$ cat src/rtl/gtx_oob_ctrl.sv
// ============================================================================
// Module   : gtx_oob_ctrl
// Purpose  : Host-side SATA OOB / link-init sequencer driving GTX COM and idle
//            controls. Optional macro LINK_LOSS_RECOVER_EN adds idle-loss
//            recovery from LINK_UP.
// Revision : 1.0 - initial release
// ============================================================================
`default_nettype none

module gtx_oob_ctrl #(
    parameter logic [31:0] COMINIT_TIMEOUT  = 32'd880000,
    parameter logic [31:0] ALIGN_TIMEOUT    = 32'd65536
`ifdef LINK_LOSS_RECOVER_EN
    ,
    parameter logic [15:0] IDLE_LOSS_CYCLES = 16'd1024
`endif
) (
    input  logic        clk,
    input  logic        rst,
    input  logic        tx_reset_done,
    input  logic        rx_reset_done,
    input  logic        txcomfinish,
    input  logic        rxcominitdet,
    input  logic        rxcomwakedet,
    input  logic        rxelecidle,
    input  logic [31:0] rx_data,
    input  logic [3:0]  rx_charisk,
    output logic        txcominit,
    output logic        txcomwake,
    output logic        txelecidle,
    output logic        data_valid,
    output logic [31:0] tx_data,
    output logic [3:0]  tx_charisk,
    output logic        link_up,
    output logic [2:0]  oob_state
);

    typedef enum logic [2:0] {
        RESET_WAIT   = 3'd0,
        SEND_COMINIT = 3'd1,
        WAIT_COMINIT = 3'd2,
        SEND_COMWAKE = 3'd3,
        WAIT_COMWAKE = 3'd4,
        WAIT_ALIGN   = 3'd5,
        SEND_SYNC    = 3'd6,
        LINK_UP      = 3'd7
    } state_t;

    localparam logic [31:0] C_D10_2_WORD = 32'h4A4A4A4A;
    localparam logic [31:0] C_ALIGN_WORD = 32'h7B4A4ABC;
    localparam logic [31:0] C_SYNC_WORD  = 32'hB5B5957C;
    localparam logic [3:0]  C_K_BYTE0    = 4'b0001;

    state_t      state_q, state_d;
    logic [31:0] timer_q, timer_d;

    logic        txcominit_q, txcominit_d;
    logic        txcomwake_q, txcomwake_d;
    logic        txelecidle_q, txelecidle_d;
    logic        data_valid_q, data_valid_d;
    logic [31:0] tx_data_q, tx_data_d;
    logic [3:0]  tx_charisk_q, tx_charisk_d;
    logic        link_up_q, link_up_d;

    logic        resets_ok;
    logic        rx_is_align;
    logic        rx_is_sync;
    logic        link_lost;

    assign resets_ok   = tx_reset_done & rx_reset_done;
    assign rx_is_align = (rx_data == C_ALIGN_WORD) && (rx_charisk == C_K_BYTE0);
    assign rx_is_sync  = (rx_data == C_SYNC_WORD)  && (rx_charisk == C_K_BYTE0);

`ifdef LINK_LOSS_RECOVER_EN
    logic [15:0] idle_cnt_q, idle_cnt_d;

    // Counts consecutive idle cycles only while the link is up.
    always_comb begin
        idle_cnt_d = 16'd0;
        link_lost  = 1'b0;
        if (state_q == LINK_UP && rxelecidle) begin
            if (idle_cnt_q == IDLE_LOSS_CYCLES - 16'd1) begin
                link_lost = 1'b1;
            end else begin
                idle_cnt_d = idle_cnt_q + 16'd1;
            end
        end
    end

    always_ff @(posedge clk) begin
        if (rst) begin
            idle_cnt_q <= 16'd0;
        end else begin
            idle_cnt_q <= idle_cnt_d;
        end
    end
`else
    logic unused_rxelecidle;
    assign unused_rxelecidle = rxelecidle;
    assign link_lost         = 1'b0;
`endif

    always_comb begin
        state_d = state_q;
        case (state_q)
            RESET_WAIT: begin
                if (resets_ok) state_d = SEND_COMINIT;
            end
            SEND_COMINIT: begin
                if (txcomfinish) state_d = WAIT_COMINIT;
            end
            WAIT_COMINIT: begin
                if (rxcominitdet) begin
                    state_d = SEND_COMWAKE;
                end else if (timer_q == COMINIT_TIMEOUT - 32'd1) begin
                    state_d = SEND_COMINIT;
                end
            end
            SEND_COMWAKE: begin
                if (txcomfinish) state_d = WAIT_COMWAKE;
            end
            WAIT_COMWAKE: begin
                // A device-side COMINIT restarts the wake handshake.
                if (rxcominitdet) begin
                    state_d = SEND_COMWAKE;
                end else if (rxcomwakedet) begin
                    state_d = WAIT_ALIGN;
                end
            end
            WAIT_ALIGN: begin
                if (rx_is_align) begin
                    state_d = SEND_SYNC;
                end else if (timer_q == ALIGN_TIMEOUT - 32'd1) begin
                    state_d = SEND_COMINIT;
                end
            end
            SEND_SYNC: begin
                if (rx_is_sync) begin
                    state_d = LINK_UP;
                end else if (timer_q == ALIGN_TIMEOUT - 32'd1) begin
                    state_d = SEND_COMINIT;
                end
            end
            LINK_UP: begin
                if (link_lost) state_d = SEND_COMINIT;
            end
            default: state_d = RESET_WAIT;
        endcase

        if (state_q != RESET_WAIT && !resets_ok) begin
            state_d = RESET_WAIT;
        end
    end

    // Timer restarts on every state change and only runs in timed states.
    always_comb begin
        timer_d = 32'd0;
        if (state_d == state_q &&
            (state_q == WAIT_COMINIT || state_q == WAIT_ALIGN || state_q == SEND_SYNC)) begin
            timer_d = timer_q + 32'd1;
        end
    end

    // Outputs are decoded from the next state so they register alongside it.
    always_comb begin
        txcominit_d  = (state_d == SEND_COMINIT) && (state_q != SEND_COMINIT);
        txcomwake_d  = (state_d == SEND_COMWAKE) && (state_q != SEND_COMWAKE);
        txelecidle_d = 1'b1;
        data_valid_d = 1'b0;
        tx_data_d    = 32'd0;
        tx_charisk_d = 4'd0;
        link_up_d    = 1'b0;
        case (state_d)
            WAIT_ALIGN: begin
                txelecidle_d = 1'b0;
                data_valid_d = 1'b1;
                tx_data_d    = C_D10_2_WORD;
                tx_charisk_d = 4'b0000;
            end
            SEND_SYNC: begin
                txelecidle_d = 1'b0;
                data_valid_d = 1'b1;
                tx_data_d    = C_ALIGN_WORD;
                tx_charisk_d = C_K_BYTE0;
            end
            LINK_UP: begin
                txelecidle_d = 1'b0;
                data_valid_d = 1'b1;
                tx_data_d    = C_SYNC_WORD;
                tx_charisk_d = C_K_BYTE0;
                link_up_d    = 1'b1;
            end
            default: ;
        endcase
    end

    always_ff @(posedge clk) begin
        if (rst) begin
            state_q      <= RESET_WAIT;
            timer_q      <= 32'd0;
            txcominit_q  <= 1'b0;
            txcomwake_q  <= 1'b0;
            txelecidle_q <= 1'b1;
            data_valid_q <= 1'b0;
            tx_data_q    <= 32'd0;
            tx_charisk_q <= 4'd0;
            link_up_q    <= 1'b0;
        end else begin
            state_q      <= state_d;
            timer_q      <= timer_d;
            txcominit_q  <= txcominit_d;
            txcomwake_q  <= txcomwake_d;
            txelecidle_q <= txelecidle_d;
            data_valid_q <= data_valid_d;
            tx_data_q    <= tx_data_d;
            tx_charisk_q <= tx_charisk_d;
            link_up_q    <= link_up_d;
        end
    end

    assign txcominit  = txcominit_q;
    assign txcomwake  = txcomwake_q;
    assign txelecidle = txelecidle_q;
    assign data_valid = data_valid_q;
    assign tx_data    = tx_data_q;
    assign tx_charisk = tx_charisk_q;
    assign link_up    = link_up_q;
    assign oob_state  = state_q;

endmodule

`default_nettype wire

$ cat config.mk
export PLATFORM = sky130hd
export DESIGN_NAME = gtx_oob_ctrl
export DESIGN_NICKNAME = d
export VERILOG_FILES = /design/src/rtl/gtx_oob_ctrl.sv
export SDC_FILE = /design/constraint.sdc
export NUM_CORES = 1
export LEC_CHECK = 0
export ABC_CLOCK_PERIOD_IN_PS = 6730
export CORE_UTILIZATION = 35
export DETAILED_ROUTE_END_ITERATION = 8
export PLACE_DENSITY = 0.67
export SYNTH_ARGS = -nofsm -noshare
export SYNTH_HDL_FRONTEND = slang
export SYNTH_SLANG_ARGS = --single-unit
$ cat constraint.sdc
create_clock -name clk -period 6.73 [get_ports clk]
set_clock_uncertainty 0.2 [all_clocks]
set_input_delay 1.346 -clock clk [delete_from_list [all_inputs] [get_ports clk]]
set_output_delay 1.346 -clock clk [all_outputs]
set_load 0.03 [all_outputs]
# Word level (Yosys, flattened, before mapping)
# Index checks and enable logic that the tools add are counted.
dict set report totals {
  wordCells 63
  n_memories 0
  out_inout_bits 44
  inputBits 44
  ramBits 0
  romBits 0
  latchBits 0
  reg_bits 76
}
dict set report classes {
  div 0
  mux 17
  shifts 0
  multipliers 0
  eq_ne 20
  addsub 1
  n_reduce_logical 14
  n_lt_le_gt_ge 0
  bitwise_logic 2
}
# cell count
set op_table {}
lappend op_table {{$pmux 32 s3} 1}
lappend op_table {{$mux 3} 11}
lappend op_table {{$add 32x1->32 const B} 1}
lappend op_table {{$eq 32x16->1 const B} 1}
lappend op_table {{$eq 32x20->1 const B} 1}
lappend op_table {{$eq 32x31->1 const B} 1}
lappend op_table {{$eq 32x32->1 const B} 1}
lappend op_table {{$pmux 3 s8} 1}
lappend op_table {{$eq 3x3->1 const B} 7}
lappend op_table {{$eq 3x2->1 const B} 3}
lappend op_table {{$eq 3x1->1 const B} 2}
lappend op_table {{$logic_and 1x1->1} 6}
lappend op_table {{$eq 4x1->1 const B} 1}
lappend op_table {{$mux 1} 4}
lappend op_table {{$reduce_or 2->1} 2}
lappend op_table {{$eq 3x3->1} 1}
lappend op_table {{$logic_not 3->1} 1}
lappend op_table {{$ne 3x1->1 const B} 1}
lappend op_table {{$ne 3x2->1 const B} 1}
lappend op_table {{$reduce_bool 3->1} 1}
lappend op_table {{$reduce_or 3->1} 1}
lappend op_table {{$logic_or 1x1->1} 2}
lappend op_table {{$and 1x1->1} 1}
lappend op_table {{$logic_not 1->1} 1}
lappend op_table {{$not 1->1} 1}

# Depth between registers and ports, before layout
# Gate-level depths: netlist of run 1.
dict set report depth {
  word_depth 9
  depth_mapped 9
  depth_no_buf 8
}

# Worst setup path after synthesis of run 1
# No wires, ideal clock.
dict set report synth_timing {
  path_kind {input port to flip-flop}
  from {input rx_data[15]}
  to {register txcominit_q, in the netlist txcominit}
  setup_ps 116
  stages 8
  t_required_ps 6414
  arrival_ps 2944
  path_buffers 1
  slack_ps 3470
  cell_sequence {nand4b_1 or3_1 nor3_2 nor3_1 or3_1 buf_6 and2_1 and3_1}
}
dict set report synth_between {
  elab_chain_cells 7
  elab_cells_between_ends 10
  cone_classes {eq/ne (3); mux (4); reduce/logical (3)}
}
# element line
set synth_rtl {}
lappend synth_rtl {{from (decl)} 26} ;# input logic [31:0] rx_data,
lappend synth_rtl {{$eq 32x32->1 or $eq 32x31->1 (tied branches)} {72, 71}}
lappend synth_rtl {{$logic_and 1x1->1, on equally long branches} {72, 71}}
lappend synth_rtl {{$mux 3, on equally long branches} {138, 131}}
lappend synth_rtl {{$pmux 3 s8 *} 105} ;# case (state_q)
lappend synth_rtl {{$mux 3 *} 150} ;# if (state_q != RESET_WAIT && !resets_ok) begin
lappend synth_rtl {{$eq 3x1->1 *} 166} ;# txcominit_d = (state_d == SEND_COMINIT) && (state_q != SEND_COMINIT);
lappend synth_rtl {{$logic_and 1x1->1 *} 166}
lappend synth_rtl {{to (signal assigned)} 211} ;# txcominit_q <= txcominit_d;
lappend synth_rtl {{to (decl)} 57} ;# logic txcominit_q, txcominit_d;
# Every way passes the cells marked *; elsewhere a longest branch is shown, timed or not.
# A chain may end at the register's enable or synchronous reset.

# Worst setup path in the final report of run 1
dict set report layout_timing {
  from {input rx_data[14]}
  to {register timer_q[18]}
}
dict set report layout_between {
  elab_chain_cells 9
  elab_cells_between_ends 12
  cone_classes {eq/ne (3); mux (4); bitwise (1); reduce/logical (4)}
}
# element line
set layout_rtl {}
lappend layout_rtl {{$eq 32x32->1 or $eq 32x31->1 (tied branches)} {72, 71}}
lappend layout_rtl {{$logic_and 1x1->1, on equally long branches} {72, 71}}
lappend layout_rtl {{$mux 3, on equally long branches} {138, 131}}
lappend layout_rtl {{$pmux 3 s8 *} 105}
lappend layout_rtl {{$mux 3 *} 150}
lappend layout_rtl {{$eq 3x3->1 *} 158} ;# if (state_d == state_q &&
lappend layout_rtl {{$logic_and 1x1->1 *} 158}
lappend layout_rtl {{$not 1->1 (no line) *} -}
lappend layout_rtl {{$reduce_or 2->1 (no line) *} -}
lappend layout_rtl {{to (signal assigned)} 210} ;# timer_q <= timer_d;
lappend layout_rtl {{to (decl)} 55} ;# logic [31:0] timer_q, timer_d;
# Marked as above.

==> results.sh, run 1 <==
export IMPL_status="completed"
export IMPL_num_rows=31
export IMPL_synth_edf_count=0
export IMPL_wl_um=5306
export IMPL_io_pins=88
export IMPL_grt_pass1_vias=2054
export IMPL_required_ps=6700
export IMPL_num_vias=2216
export IMPL_max_clock_path_buffers=2
export IMPL_synthArstFlopShare_pct=0
export IMPL_arrival_ps=3670
export IMPL_yosys_warnings=0
export IMPL_min_delay_start="timer_q[0]"
export IMPL_initialDrtViolationCount=97
export IMPL_fin_crit_ps=3697
export IMPL_dieArea_um2=8000
export IMPL_path_clk_slew_ps=80
export IMPL_post_drt_wl_per_cell_um=11.48
export IMPL_ant_nets=0
export IMPL_initial_core_util_pct=36.51
export IMPL_hold_end="timer_q[0]"
export IMPL_hpwl_um=4081
export IMPL_htreeDepth=2
export IMPL_ys_types=54
export IMPL_ys_seq_area_share_pct=34.41
export IMPL_clock_fmax_mhz=270.5
export IMPL_gp_congestion=0.8351
export IMPL_timing_rr_start="timer_q[0]"
export IMPL_setup_viol=0
export IMPL_syn_inst=306
export IMPL_worstSetupEndpointType="register"
export IMPL_layoutNonFillerInstCount=462
export IMPL_fill_cells=689
export IMPL_insertion_delay_ps=290
export IMPL_vdd_ir_drop_max_mv=0.09337
export IMPL_critPathMaxFanout=32
export IMPL_avgSynthCellArea_um2=8.746
export IMPL_critPathKind="input port to register"
export IMPL_hp_class="register to register"
export IMPL_io_buffers=81
export IMPL_postCtsHoldBufs=0
export IMPL_drive_above_1_share_pct=12.40
export IMPL_post_cts_setup_buffers=0
export IMPL_cts_tree="built"
export IMPL_synthFlopType="dfxtp_1"
export IMPL_powerDensity_nw_per_um2=161.4
export IMPL_setup_tns_final_ps=0
export IMPL_remaining_drc_errors=0
export IMPL_worst_pin_slew_ps=632.0
export IMPL_grt_antenna_before_repair=0
export IMPL_dp_cells=454
export IMPL_drv_cap=0
export IMPL_yosys_register_bits=46
export IMPL_setup_ws_ps=3033
export IMPL_hold_viol=0
export IMPL_final_max_slew_viol_count=0
export IMPL_cts_sinks=46
export IMPL_grt_usage_pct=13.91
export IMPL_numCtsBuffers=5
export IMPL_die_y_um=89.45
export IMPL_rsz0062_at_grt="false"
export IMPL_reg2regPathDepth=9
export IMPL_syn_area_um2=2676
export IMPL_grt_max_degree=33
export IMPL_grt_overflow=0
export IMPL_fin_nets=407
export IMPL_root_buffer="clkbuf_8"
export IMPL_start_kind="input port"
export IMPL_die_x_um=89.45
export IMPL_grt_pass1_wl_um=8907
export IMPL_via_per_inst=4.797
export IMPL_post_route_util_pct=47.64
export IMPL_antennaDiodeCount=0
export IMPL_r2r_end="timer_q[18]"
export IMPL_hold_path_depth=1
export IMPL_finalCritPeriodShare_pct=54.93
export IMPL_core_area_um2=7331
export IMPL_reg2reg_setup_slack_ps=3720
export IMPL_preCtsSetupSlack_ps=2732
export IMPL_cts_resized_gates=0
export IMPL_syn2layout_area_growth_pct=30.48
export IMPL_first_pass_iters=4
export IMPL_leakagePower_nw=1.154
export IMPL_maxSlewHeadroom_pct=57.48
critical path: stages:
cell,delay [ps]
clkdlybuf4s50_1,420
nor4b_1,340
nand3_1,140
or4_1,520
o31ai_1,100
o21ai_0,170
o2111ai_2,100
buf_4,420
nor2_1,90
routing by layer:
| metal | vias up | track usage, % | routed length, um |
|---|---|---|---|
| met2 | 51 | 24.64 | 2449 |
| met1 | 1014 | 17.10 | 2603 |
| met5 | - | 0 | 0 |
| met4 | 0 | 3.752 | 51 |
| met3 | 6 | 2.862 | 201 |
| li1 | 1145 | - | - |
flip-flops by register name, indices dropped and copies added, names as in the netlist:
signal and cells:
data_valid 1, oob_state 3, timer_q 32, tx_data 7, txcominit 1, txcomwake 1, txelecidle 1
worst max path at each step:
stage / startpoint / end / slack, ps / depth (start not counted)
after floorplan: rx_data[15] / txcominit / 3470 / 8
after global placement: rx_charisk[0] / timer_q[14] / 2740 / 9
after detailed placement: rx_charisk[0] / timer_q[11] / 2730 / 9
after CTS: rx_charisk[0] / timer_q[10] / 3050 / 9
after global routing: rx_data[14] / timer_q[14] / 2870 / 9
final: rx_data[14] / timer_q[18] / 3030 / 9
cell usage in the layout, fill, tap and decap left out, types with 5 or more instances in the layout:
master	count
conb_1	5
nand3_1	14
dfxtp_1	46
clkdlybuf4s50_1	81
xor2_1	15
and3_1	11
nor2_2	20
nand4_1	13
xnor2_1	15
clkbuf_8	6
nor4bb_1	7
nor3_1	7
nor2_1	28
inv_1	12
nand2_1	18
kinds of logic (layout without fill, tap and decap cells):
kind of cell | after synthesis | count (layout) | synth area share, %
AND/OR/NAND/NOR | 156 | 156 | 35.25
buffers and inverters | 49 | 102 | 12.30
flip-flops | 46 | 46 | 34.41
XOR/XNOR | 30 | 30 | 9.818
AO/OA/AOI/OAI | 23 | 23 | 7.620
adder cells (fa/ha/maj) | 1 | 1 | 0.4674
other | 1 | 5 | 0.1401
report_power, final:
group	internal (mW)	switching [mW]	total, mW
clock	0.158	0.0913	0.250
combinational	0.0267	0.0143	0.0410
sequential	0.272	0.000690	0.273
final cells by class:
type                            count  area (um^2)  share of cell area (%)
Clock buffer                        6        82.58                   2.365
Tap cell                           99        123.9                   3.547
Multi-Input combinational cell    215         1441                   41.28
Inverter                           12        45.04                   1.290
Sequential cell                    46        920.9                   26.37
Timing Repair Buffer               82        818.3                   23.43
Clock inverter                      2        60.06                   1.720
cells in the mapped netlist (3+ instances only):
library cell | count | area (um^2)
buf_4 | 30 | 225.2
nor4b_1 | 3 | 26.28
inv_1 | 12 | 45.04
nand3_1 | 14 | 70.07
nor2_1 | 28 | 105.1
nand4_1 | 13 | 81.33
nand2_1 | 18 | 67.56
and3_1 | 11 | 68.82
nor4bb_1 | 7 | 70.07
and4b_1 | 3 | 30.03
nor3_1 | 7 | 35.03
or3_1 | 3 | 18.77
buf_6 | 4 | 45.04
nor2_2 | 20 | 125.1
nor4_1 | 4 | 25.02
xor2_1 | 15 | 131.4
xnor2_1 | 15 | 131.4
dfxtp_1 | 46 | 920.9
o21ai_0 | 4 | 20.02
nand2b_1 | 4 | 25.02
metrics by stage:
| step | cell area, um^2 | total power, mW | hold slack (ps) |
|---|---|---|---|
| after floorplan | 2691 | 0.2947 | 235.2 |
| after global placement | 3349 | 0.3195 | 250.5 |
| after detailed placement | 3349 | 0.3202 | 253.8 |
| after CTS | 3492 | 0.5708 | 276.6 |
| after global routing | 3492 | 0.5869 | 303.9 |
| final | 3492 | 0.5637 | 271.1 |
(Power assumes the default switching activity.)
==> run 2: changes to the inputs <==
- ABC_CLOCK_PERIOD_IN_PS: 6730 -> 3800
- clock period: 6.73 -> 3.8 ns (I/O delays scaled with it)
==> run 2 against run 1 <==
Net effect:
- register-to-register slack worse by 2800 ps
- routed wire length rose by 1.1%
- via count up 0.90%
- worst hold slack worse by 1.7 ps
- combinational power increased by 77%
- final cell count is the same
- largest power group unchanged
==> results.sh, run 2 (same netlist as run 1, synthesis figures left out) <==
export IMPL_die_x_um=89.45
export IMPL_multiInputGateArea_um2=1441
export IMPL_die_y_um=89.45
export IMPL_post_cts_setup_buffers=0
export IMPL_grt_antenna_before_repair=0
export IMPL_initialDrtViolationCount=95
export IMPL_whs_ps=269.3
export IMPL_fin_crit_ps=3021
export IMPL_htreeDepth=2
export IMPL_cts_tree="built"
export IMPL_setup_viol=0
export IMPL_remaining_drc_errors=0
export IMPL_arrival_ps=3020
export IMPL_root_buffer="clkbuf_8"
export IMPL_io_buffers=81
export IMPL_postCtsHoldBufs=0
export IMPL_initial_core_util_pct=36.51
export IMPL_antennaDiodeCount=0
export IMPL_worst_pin_slew_ps=651.1
export IMPL_status="completed"
export IMPL_critPathMaxFanout=9
export IMPL_worstSetupEndpointType="register"
export IMPL_dieArea_um2=8000
export IMPL_grt_max_degree=33
export IMPL_fill_cells=700
export IMPL_maxSlewHeadroom_pct=56.19
export IMPL_num_vias=2236
export IMPL_gp_congestion=0.8758
export IMPL_syn2layout_area_growth_pct=29.87
export IMPL_hp_class="register to register"
export IMPL_largest_reg_flops=32
export IMPL_largest_register="timer_q"
export IMPL_setup_tns_final_ps=0
export IMPL_regArea_um2=920.9
export IMPL_final_common_cell="clkdlybuf4s50_1"
export IMPL_hold_path_depth=1
export IMPL_start_kind="input port"
export IMPL_drv_cap=0
export IMPL_ant_nets=0
export IMPL_r2r_end="txelecidle"
export IMPL_grt_overflow=0
export IMPL_rsz0062_at_grt="false"
export IMPL_timing_rr_start="timer_q[0]"
export IMPL_cts_resized_gates=0
export IMPL_reg2regPathDepth=8
export IMPL_power_uw=917.0
export IMPL_min_delay_start="timer_q[0]"
export IMPL_post_drt_wl_per_cell_um=11.61
export IMPL_numCtsBuffers=5
export IMPL_grt_pass1_wl_um=9390
export IMPL_hold_end="timer_q[0]"
export IMPL_first_pass_iters=4
export IMPL_num_rows=31
export IMPL_insertion_delay_ps=300
export IMPL_vdd_ir_drop_max_mv=0.2355
export IMPL_hpwl_um=4120
export IMPL_required_ps=3800
export IMPL_grt_usage_pct=14.72
export IMPL_reg2reg_setup_slack_ps=960
export IMPL_via_per_inst=4.840
export IMPL_powerDensity_nw_per_um2=263.8
export IMPL_clock_fmax_mhz=331.0
export IMPL_path_clk_slew_ps=90
export IMPL_leakagePower_nw=1.139
export IMPL_core_area_um2=7331
export IMPL_max_clock_path_buffers=2
export IMPL_grt_pass1_vias=2140
export IMPL_io_pins=88
export IMPL_critPathKind="input port to register"
export IMPL_final_cell_mix="81 x clkdlybuf4s50_1, 46 x dfxtp_1, 28 x nor2_1"
export IMPL_drive_above_1_share_pct=12.40
export IMPL_cts_sinks=46
export IMPL_post_route_util_pct=47.41
export IMPL_fin_nets=407
export IMPL_final_max_slew_viol_count=0
export IMPL_hold_viol=0
export IMPL_finalCritPeriodShare_pct=79.51
export IMPL_wl_um=5364
[run 2: changes by cell type in the layout (fill, tap and decap cells not counted), sizes merged]
| cell | before | now |
|---|---|---|
| clkinvlp | 0 | 2 |
| bufinv | 2 | 1 |
| clkbuf | 6 | 5 |
[run 2: how the worst max path moves through the flow]
stage / cells after the start / start / to
after floorplan: 8 / rx_data[15] / txcominit
after global placement: 8 / rx_charisk[0] / txcominit
after detailed placement: 8 / rx_charisk[0] / txcominit
after CTS: 8 / rx_charisk[0] / txcominit
after global routing: 8 / rx_data[6] / txcominit
final: 8 / rx_charisk[0] / txcominit
[run 2: report_power, final]
group / switching, mW / internal (mW) / total, mW
Clock: 0.166 / 0.196 / 0.361
Sequential: 0.00118 / 0.482 / 0.484
Combinational: 0.0251 / 0.0473 / 0.0724
Total: 0.192 / 0.725 / 0.917
[run 2: final cells by class]
type / instances / area share (%)
multi-input cells: 215 / 41.47
flip-flops and latches: 46 / 26.49
repair buffers: 82 / 23.90
well taps: 99 / 3.564
clock buffers: 5 / 1.980
clock inverters: 3 / 1.296
inverters: 12 / 1.296
[run 2: stage by stage]
stage	cell area, um^2	setup WS [ps]	instances
floorplan	2691	1126	310
global placement	3362	472.5	454
detailed placement	3362	466.4	454
CTS	3476	783.3	462
global route	3476	639.0	462
finish	3476	778.5	462
[run 2: critical path: stages]
cell	delay [ps]
clkdlybuf4s50_1	440
nor4bb_1	250
nand4_1	200
nor3_2	380
nor3_1	120
or3_1	510
and2_1	200
and3_1	150
[run 2: metal layers]
| metal | global-route usage [%] | vias to the layer above | wire (um) |
|---|---|---|---|
| met5 | 0 | - | 0 |
| met1 | 18.15 | 1026 | 2394 |
| met3 | 3.509 | 6 | 286 |
| li1 | - | 1138 | - |
| met4 | 3.319 | 0 | 43 |
| met2 | 25.95 | 66 | 2638 |
==> run 3: changes to the inputs <==
- ABC_CLOCK_PERIOD_IN_PS: 3800 -> 2800
- clock period: 3.8 -> 2.8 ns (I/O delays scaled with it)
==> run 3 against run 2 <==
Net effect:
- routed wire length grew 4.9%
- register-to-register slack worse by 800 ps
- global-route usage fell by 0.55 points
- sequential power is 36% higher
- combinational power rose by 45%
- worst hold slack better by 4.9 ps
- first-iteration DRC count shrank 33%
- sequential share of layout area fell by 1.3 points
==> results.sh, run 3 (same netlist as run 1, synthesis figures left out) <==
export IMPL_cp_endpoint="txcominit"
export IMPL_post_route_util_pct=49.91
export IMPL_clock_fmax_mhz=360.8
export IMPL_required_ps=2790
export IMPL_cp_startpoint="rx_charisk[0]"
export IMPL_layoutNonFillerInstCount=481
export IMPL_fill_cells=697
export IMPL_arrival_ps=2760
export IMPL_grt_usage_pct=14.17
export IMPL_drv_cap=0
export IMPL_r2r_end="timer_q[24]"
export IMPL_setup_viol=0
export IMPL_die_y_um=89.45
export IMPL_htreeDepth=2
export IMPL_vdd_ir_drop_max_mv=0.2363
export IMPL_cts_sinks=46
export IMPL_post_drt_wl_per_cell_um=11.70
export IMPL_finalCritPeriodShare_pct=98.98
export IMPL_gp_congestion=0.8009
export IMPL_finish_instance_area_um2=3659
export IMPL_worstSetupEndpointType="register"
export IMPL_die_x_um=89.45
export IMPL_reg2regPathDepth=9
export IMPL_grt_pass1_vias=2097
export IMPL_largest_register="timer_q"
export IMPL_grt_pass1_wl_um=9045
export IMPL_status="completed"
export IMPL_io_pins=88
export IMPL_timing_rr_start="timer_q[0]"
export IMPL_final_cell_mix="81 x clkdlybuf4s50_1, 46 x dfxtp_1, 28 x nor2_1"
export IMPL_maxSlewHeadroom_pct=67.06
export IMPL_max_clock_path_buffers=2
export IMPL_place_area_um2=3482
export IMPL_syn2layout_area_growth_pct=36.70
export IMPL_worst_pin_slew_ps=491.1
export IMPL_power_mw=1.169
export IMPL_root_buffer="clkbuf_8"
export IMPL_setup_tns_final_ps=0
export IMPL_initialDrtViolationCount=64
export IMPL_critPathKind="input port to register"
export IMPL_grt_antenna_before_repair=0
export IMPL_via_per_inst=4.786
export IMPL_ant_nets=0
export IMPL_grt_overflow=0
export IMPL_path_clk_slew_ps=80
export IMPL_final_common_cell="clkdlybuf4s50_1"
export IMPL_hold_viol=0
export IMPL_drive_above_1_share_pct=17.80
export IMPL_cts_tree="built"
export IMPL_dp_cells=470
export IMPL_remaining_drc_errors=0
export IMPL_critPathMaxFanout=4
export IMPL_initial_core_util_pct=36.51
export IMPL_antennaDiodeCount=0
export IMPL_fin_nets=426
export IMPL_hp_class="register to register"
export IMPL_fin_crit_ps=2771
export IMPL_hpwl_um=4184
export IMPL_io_buffers=81
export IMPL_grt_max_degree=33
export IMPL_reg2reg_setup_slack_ps=160
export IMPL_num_vias=2302
export IMPL_final_max_slew_viol_count=0
export IMPL_wl_um=5628
export IMPL_dieArea_um2=8000
export IMPL_num_rows=31
export IMPL_largest_reg_flops=32
export IMPL_insertion_delay_ps=290
export IMPL_leakagePower_nw=1.244
export IMPL_core_area_um2=7331
export IMPL_numCtsBuffers=5
export IMPL_powerDensity_nw_per_um2=319.7
export IMPL_start_kind="input port"
export IMPL_first_pass_iters=4
==> run 3: cell count changes in the layout (fill, tap and decap cells not counted), moves of 2 or more <==
cell / before / now
nor4bb_1: 7 / 4
buf_4: 0 / 17
nor4bb_2: 0 / 3
clkinvlp_4: 2 / 0
==> run 3: worst min path at each step <==
| stage | from | end | cells past startpoint | slack, ps |
|---|---|---|---|---|
| 2_1_floorplan | timer_q[0] | timer_q[0] | 1 | 240 |
| 3_3_place_gp | timer_q[0] | timer_q[0] | 1 | 250 |
| 3_5_place_dp | timer_q[0] | timer_q[0] | 1 | 260 |
| 4_1_cts | timer_q[0] | timer_q[0] | 1 | 280 |
| 5_1_grt | timer_q[0] | timer_q[0] | 1 | 300 |
| 6_report | timer_q[0] | timer_q[0] | 1 | 270 |
==> run 3: worst max-delay path: stages <==
cell	delay, ps
clkdlybuf4s50_1	460
nor4bb_2	280
nand4_1	180
buf_4	170
nor3_2	200
buf_4	160
o32ai_4	100
and2_2	220
a211o_1	290
and3_1	140
==> run 3: repair_timing <==
item / 4_1_cts / 5_1_grt
gates resized for setup: 0 / 7
setup endpoints to repair: 0 / 39
hold buffers: 0 / 0
buffers inserted: 0 / 1
==> run 3: metal layers <==
layer | vias up | track usage (%) | routed length (um)
met1 | 1063 | 17.97 | 2635
li1 | 1182 | - | -
met3 | 4 | 2.862 | 208
met4 | 0 | 2.597 | 25
met2 | 53 | 25.05 | 2759
met5 | - | 0 | 0
==> run 3: stage by stage <==
step | worst slack (ps) | hold WS [ps]
6_report | 28.55 | 274.3
5_1_grt | -73.73 | 295.0
4_1_cts | 76.06 | 277.5
3_5_place_dp | -227.2 | 256.7
3_3_place_gp | -211.9 | 249.7
2_1_floorplan | 326.0 | 235.2
==> run 3: report_power, final <==
part,leakage [nW],switching [mW],total (mW),internal (mW)
clock,0.0482,0.209,0.408,0.199
combinational,0.825,0.0363,0.105,0.0690
sequential,0.371,0.00174,0.656,0.655
==> run 3: layout make-up <==
type | instances | area, um^2 | area share [%]
flip-flops and latches | 46 | 920.9 | 25.17
repair buffers | 101 | 994.7 | 27.19
clock buffers | 7 | 86.33 | 2.360
inverters | 12 | 45.04 | 1.231
well taps | 99 | 123.9 | 3.386
multi-input cells | 215 | 1483 | 40.53
clock inverters | 1 | 5.005 | 0.1368
